[src/rtl/vga_sync_monitor.sv]
// Receive-side VGA timing monitor: recovers raster position from sync edges, checks timing,
// locks after clean frames, reports a frame checksum and a probe pixel. Option: VGA_MON_BLANK_CHECK_EN.
module vga_sync_monitor #(
  parameter int HPIXELS     = 800,
  parameter int VLINES      = 521,
  parameter int HPULSE      = 96,
  parameter int VPULSE      = 2,
  parameter int HBP         = 144,
  parameter int HFP         = 784,
  parameter int VBP         = 31,
  parameter int VFP         = 511,
  parameter int LOCK_FRAMES = 2
) (
  input  logic        clk,
  input  logic        rst,
  input  logic        pix_en,
  input  logic        hsync,
  input  logic        vsync,
  input  logic [2:0]  red,
  input  logic [2:0]  green,
  input  logic [1:0]  blue,
  input  logic [9:0]  probe_x,
  input  logic [9:0]  probe_y,
  output logic        locked,
  output logic        sync_err,
  output logic [7:0]  err_count,
  output logic        frame_done,
  output logic [15:0] frame_sum,
  output logic        probe_valid,
  output logic [7:0]  probe_rgb
);

  typedef enum logic [1:0] {SEARCH = 2'd0, ALIGN = 2'd1, LOCKED = 2'd2} state_t;

  localparam logic [9:0]  HLAST_C  = 10'(HPIXELS - 1);
  localparam logic [9:0]  VLAST_C  = 10'(VLINES - 1);
  localparam logic [9:0]  HPULSE_C = 10'(HPULSE);
  localparam logic [9:0]  VPULSE_C = 10'(VPULSE);
  localparam logic [9:0]  HBP_C    = 10'(HBP);
  localparam logic [9:0]  HFP_C    = 10'(HFP);
  localparam logic [9:0]  VBP_C    = 10'(VBP);
  localparam logic [9:0]  VFP_C    = 10'(VFP);
  localparam logic [3:0]  LOCK_C   = 4'(LOCK_FRAMES);

  state_t      state_r, state_s;
  logic [3:0]  good_r, good_s;
  logic [9:0]  hcnt_r, vcnt_r, hcnt_s, vcnt_s;
  logic        prev_hs_r, prev_vs_r;
  logic [15:0] acc_r, acc_s;
  logic        hs_fall_s, hs_rise_s, vs_fall_s, vs_rise_s;
  logic        viol_s, blank_err_s, active_s, probe_hit_s;
  logic [7:0]  rgb_s;
  logic [10:0] probe_hx_s, probe_vy_s;

  // Edge detection and next raster position from the current sample
  always_comb begin
    rgb_s     = {red, green, blue};
    hs_fall_s = prev_hs_r & ~hsync;
    hs_rise_s = ~prev_hs_r & hsync;
    vs_fall_s = prev_vs_r & ~vsync;
    vs_rise_s = ~prev_vs_r & vsync;
    if (hs_fall_s) begin
      hcnt_s = 10'd0;
    end else if (hcnt_r == 10'd1023) begin
      hcnt_s = hcnt_r;
    end else begin
      hcnt_s = hcnt_r + 10'd1;
    end
    if (!hs_fall_s) begin
      vcnt_s = vcnt_r;
    end else if (vs_fall_s) begin
      vcnt_s = 10'd0;
    end else if (vcnt_r == 10'd1023) begin
      vcnt_s = vcnt_r;
    end else begin
      vcnt_s = vcnt_r + 10'd1;
    end
  end

  // Active area, checksum, probe match and timing violation detection
  always_comb begin
    active_s   = (hcnt_s >= HBP_C) && (hcnt_s < HFP_C) && (vcnt_s >= VBP_C) && (vcnt_s < VFP_C);
    acc_s      = acc_r + (active_s ? {8'd0, rgb_s} : 16'd0);
    probe_hx_s = 11'(HBP) + {1'b0, probe_x};
    probe_vy_s = 11'(VBP) + {1'b0, probe_y};
    // 11-bit compare keeps out-of-range probe coordinates from aliasing into the active area
    probe_hit_s = (state_r == LOCKED) && active_s &&
                  ({1'b0, hcnt_s} == probe_hx_s) && ({1'b0, vcnt_s} == probe_vy_s);
`ifdef VGA_MON_BLANK_CHECK_EN
    blank_err_s = !active_s && (rgb_s != 8'd0);
`else
    blank_err_s = 1'b0;
`endif
    viol_s = (hs_fall_s && (hcnt_r != HLAST_C)) ||
             (hs_rise_s && (hcnt_s != HPULSE_C)) ||
             (vs_fall_s && (vcnt_r != VLAST_C)) ||
             (vs_rise_s && (vcnt_s != VPULSE_C)) ||
             ((vs_fall_s || vs_rise_s) && !hs_fall_s) ||
             blank_err_s;
  end

  // Lock FSM next state
  always_comb begin
    state_s = state_r;
    good_s  = good_r;
    if (pix_en) begin
      case (state_r)
        SEARCH: begin
          if (vs_fall_s) begin
            state_s = ALIGN;
            good_s  = 4'd0;
          end else begin
            state_s = SEARCH;
          end
        end
        ALIGN: begin
          if (viol_s) begin
            state_s = SEARCH;
          end else if (vs_fall_s) begin
            good_s = good_r + 4'd1;
            if ((good_r + 4'd1) == LOCK_C) begin
              state_s = LOCKED;
            end else begin
              state_s = ALIGN;
            end
          end else begin
            state_s = ALIGN;
          end
        end
        LOCKED: begin
          if (viol_s) begin
            state_s = SEARCH;
          end else begin
            state_s = LOCKED;
          end
        end
        default: begin
          state_s = SEARCH;
          good_s  = 4'd0;
        end
      endcase
    end else begin
      state_s = state_r;
    end
  end

  // Raster counters, sync history and FSM state
  always_ff @(posedge clk or posedge rst) begin
    if (rst) begin
      hcnt_r    <= 10'd0;
      vcnt_r    <= 10'd0;
      prev_hs_r <= 1'b1;
      prev_vs_r <= 1'b1;
      state_r   <= SEARCH;
      good_r    <= 4'd0;
    end else if (pix_en) begin
      hcnt_r    <= hcnt_s;
      vcnt_r    <= vcnt_s;
      prev_hs_r <= hsync;
      prev_vs_r <= vsync;
      state_r   <= state_s;
      good_r    <= good_s;
    end
  end

  // Registered status, error count, checksum and probe outputs; pulses drop on idle cycles
  always_ff @(posedge clk or posedge rst) begin
    if (rst) begin
      locked      <= 1'b0;
      sync_err    <= 1'b0;
      err_count   <= 8'd0;
      frame_done  <= 1'b0;
      frame_sum   <= 16'd0;
      acc_r       <= 16'd0;
      probe_valid <= 1'b0;
      probe_rgb   <= 8'd0;
    end else if (pix_en) begin
      locked      <= (state_s == LOCKED);
      sync_err    <= viol_s && (state_r != SEARCH);
      frame_done  <= vs_fall_s;
      probe_valid <= probe_hit_s;
      if (viol_s && (state_r == LOCKED) && (err_count != 8'hFF)) begin
        err_count <= err_count + 8'd1;
      end
      if (vs_fall_s) begin
        frame_sum <= acc_s;
        acc_r     <= 16'd0;
      end else begin
        acc_r     <= acc_s;
      end
      if (probe_hit_s) begin
        probe_rgb <= rgb_s;
      end
    end else begin
      sync_err    <= 1'b0;
      frame_done  <= 1'b0;
      probe_valid <= 1'b0;
    end
  end

endmodule

[config.mk]
export PLATFORM = sky130hd
export DESIGN_NAME = vga_sync_monitor
export DESIGN_NICKNAME = d
export VERILOG_FILES = /design/src/rtl/vga_sync_monitor.sv
export SDC_FILE = /design/constraint.sdc
export NUM_CORES = 1
export LEC_CHECK = 0
export CORE_ASPECT_RATIO = 0.5
export CORE_MARGIN = 1
export CORE_UTILIZATION = 50
export CTS_BUF_LIST = sky130_fd_sc_hd__clkbuf_16
export DETAILED_ROUTE_END_ITERATION = 6
export DONT_BUFFER_PORTS = 1
export SYNTH_ARGS = -nofsm -noshare
export SYNTH_HDL_FRONTEND = slang
export SYNTH_SLANG_ARGS = --single-unit
[constraint.sdc]
create_clock -name clk -period 6.7 [get_ports clk]
set_input_delay 0.335 -clock clk [delete_from_list [all_inputs] [get_ports clk]]
set_output_delay 0.335 -clock clk [all_outputs]
set_load 0.02 [all_outputs]
==> results.yml <==
power_and_ir_drop:
  clockPowerShare: 0.363
  leakage_nw: 2.59
  power_frac_comb: 0.197
  peakVddDrop_mv: 0.163
  power_density_nw_per_um2: 233
  power_switching_mw: 0.464
  p_int_mw: 0.933
  power.share.switching: 0.332
  seqPwrFrac: 0.439
die:
  initial_utilization: 0.533
  dieArea_um2: 11700
  ios: 69
  row_count: 26
  chipHeight_um: 77.1
  core_um2: 10600
  dieWidth_um: 152
global_routing:
  grt_max_degree: 81
  antenna_found_initial: 0
  grt_pass1_wl_um: 22700
  grt_pass1_vias: 4460
  overflow: 0
  grt_use_total: 0.243
timing:
  finalCritPeriodShare: 0.821
  setup_violations: 0
  fin_crit_ns: 5.50
  worstMarginPinSlew_ns: 1.03
  whs_ns: 0.0709
  clock-skew-final_ns: 0.00756
  slew_headroom: 0.312
  grt_setup_unrepaired: "false"
  drv_slew: 0
  finalSetupTns_ns: 0
  hold_viol_final: 0
  max_freq_ghz: 0.182
critical_path:
  cp.arrival_ns: 5.77
  critPathCaptureType: "flip-flop"
  critical_path_class: "reg -> reg"
  critPathLaunchType: "flip-flop"
  required_ns: 6.97
  crit_fanout: 21
clock_network:
  clkSinkCount: 80
  clock-root-buffer: "clkbuf_16"
  cts.path.max_buffers: 2
  cts_hold_buffers: 0
  clk_pin_slew_ns: 0.06
  numCtsBuffers: 9
  insertion_delay_ns: 0.34
  post_cts_resized: 0
  post_cts_buffers: 0
  cts_tree: "done"
  htreeDepth: 3
logic_synthesis:
  syn_area_per_cell_um2: 9.02
  yosysWarnings: 0
  async_flop_share: 1.00
  netlist_instances: 625
  synth_ff_type: "dfrtp_1"
  yosysSeqAreaShare: 0.355
  syn-cell-area_um2: 5640
  synth_top_cell_by_area: "dfrtp_1"
  synth_area_leaders: "dfrtp_1 (35%), mux2_2 (5.2%), xnor2_1 (4.5%), ha_1 (4.0%), o21ai_0 (3.9%)"
  syn_nets: 677
  synth_top_area_share: 0.346
  synth-seq-cells: 80
  yosysMostFrequentCell: "dfrtp_1"
  synth.top_cells.by_count: "dfrtp_1 (78), nand2_1 (50), o21ai_0 (44), inv_1 (37), nor2_1 (31)"
  synth-edff-count: 0
  synth_cell_types: 78
place:
  place_congestion: 0.887
  port_buffers: 0
  dp_hpwl_um: 9630
drt:
  ant_nets: 0
  via_count: 4609
  dr.pass1.iters: 6
  totalWireLength_um: 13500
  wl_per_cell_um: 18.0
  drt_iter0_drc: 292
  drc: 4
  vias_per_cell: 6.12
cells_and_area:
  fin_nets: 660
  insertedDiodeCount: 0
  nFillCells: 951
  drive_gt1_frac: 0.109
  area_growth_pct: 6.28
flow_run:
  cap_violations: 0
outcome:
  status: "finished, violations left"
  violations: "DRC"
hold_path:
  hp-class: "in -> reg"
[power groups by stage]
| stage | logic, mW | clock network, mW | registers, mW |
|---|---|---|---|
| final | 0.276 | 0.507 | 0.614 |
| after detailed placement | 0.273 | 0 | 0.621 |
| after global routing | 0.309 | 0.540 | 0.622 |
| after CTS | 0.275 | 0.523 | 0.612 |
| after floorplan | 0.240 | 0 | 0.593 |
| after global placement | 0.273 | 0 | 0.619 |
[final timing paths]
path,slack [ns],to,depth (start not counted),from
max reg2reg,1.20,frame_sum[10],17,prev_hs_r
min reg2reg,0.50,prev_vs_r,2,prev_vs_r
min,0.07,prev_vs_r,1,pix_en
min in group asynchronous,0.20,hcnt_r[6],2,rst
max,1.20,frame_sum[10],17,prev_hs_r
max in group asynchronous,5.85,vcnt_r[4],2,rst
[worst max-delay path, stage by stage (launching register included)]
cell	delay, ns
dfstp_2	0.60
and2b_1	0.72
a41oi_1	0.23
nor3_1	0.50
nand4b_1	0.16
nor4_1	0.42
a2111oi_4	0.20
and2_1	0.22
ha_1	0.20
fa_1	0.40
a21o_1	0.17
a21oi_1	0.22
o21bai_1	0.09
a21oi_1	0.23
o21bai_1	0.11
a21oi_1	0.57
o21ai_0	0.19
a31oi_1	0.18
[layout by cell type, fill, tap and decap left out, drive strengths merged, types with 6 or more instances in the layout]
master,count
inv,38
nand4,15
dfrtp,78
a31oi,12
nor2b,7
and3,13
xnor2,29
a21o,10
and4,9
nor4,8
mux2,26
xor2,15
a21oi,22
nand2,50
ha,18
o22ai,13
or4,6
and2,13
nor3,12
mux2i,7
clkbuf,9
o211ai,8
nor2,31
nand3,27
o21ai,44
[area by class of cell]
type / instances / area, um^2 / share of cell area
clock buffer: 9 / 225 / 0.0376
clock inverter: 7 / 78.8 / 0.0131
inverter: 38 / 144 / 0.0240
multi-input combinational: 477 / 3350 / 0.559
sequential: 80 / 2000 / 0.334
tap: 140 / 175 / 0.0292
timing repair buffer: 2 / 15.0 / 0.00250
[sequential cells by signal, summed over array words and instances (netlist names)]
signal	cells
probe_rgb	8
prev_vs_r	1
sync_err	1
hcnt_r	10
frame_done	1
frame_sum	16
good_r	4
vcnt_r	10
acc_r	16
state_r	2
prev_hs_r	1
probe_valid	1
locked	1
err_count	8
[cells by family after synthesis]
| kind of cell | count (synthesis) | synth area share |
|---|---|---|
| xor gates and xnor gates | 44 | 0.0683 |
| muxes | 33 | 0.0643 |
| adders and majority gates | 19 | 0.0435 |
| buffers and inverters | 68 | 0.0504 |
| DFF | 80 | 0.355 |
| AOI/OAI and AO/OA | 158 | 0.197 |
| and+or+nand+nor | 223 | 0.221 |
[layer usage]
layer  up-vias  wire length, um  GRT usage
li1       2272                -          -
met1      2188             6610      0.342
met2       138             5870      0.376
met3        11              940     0.0594
met4         0              121     0.0520
met5         -                0          0
[through the flow]
step                      cells  power [mW]  setup WS [ns]  area [um^2]  utilization
after CTS                   753        1.41           1.27         5990        0.567
after global routing        753        1.47          0.628         5990        0.567
after floorplan             625       0.833           2.41         5640            -
final                       753        1.40           1.20         5990        0.567
after global placement      737       0.892           1.44         5690        0.538
after detailed placement    737       0.894           1.29         5690        0.538
Note: power is estimated with default switching activity, not from simulation.
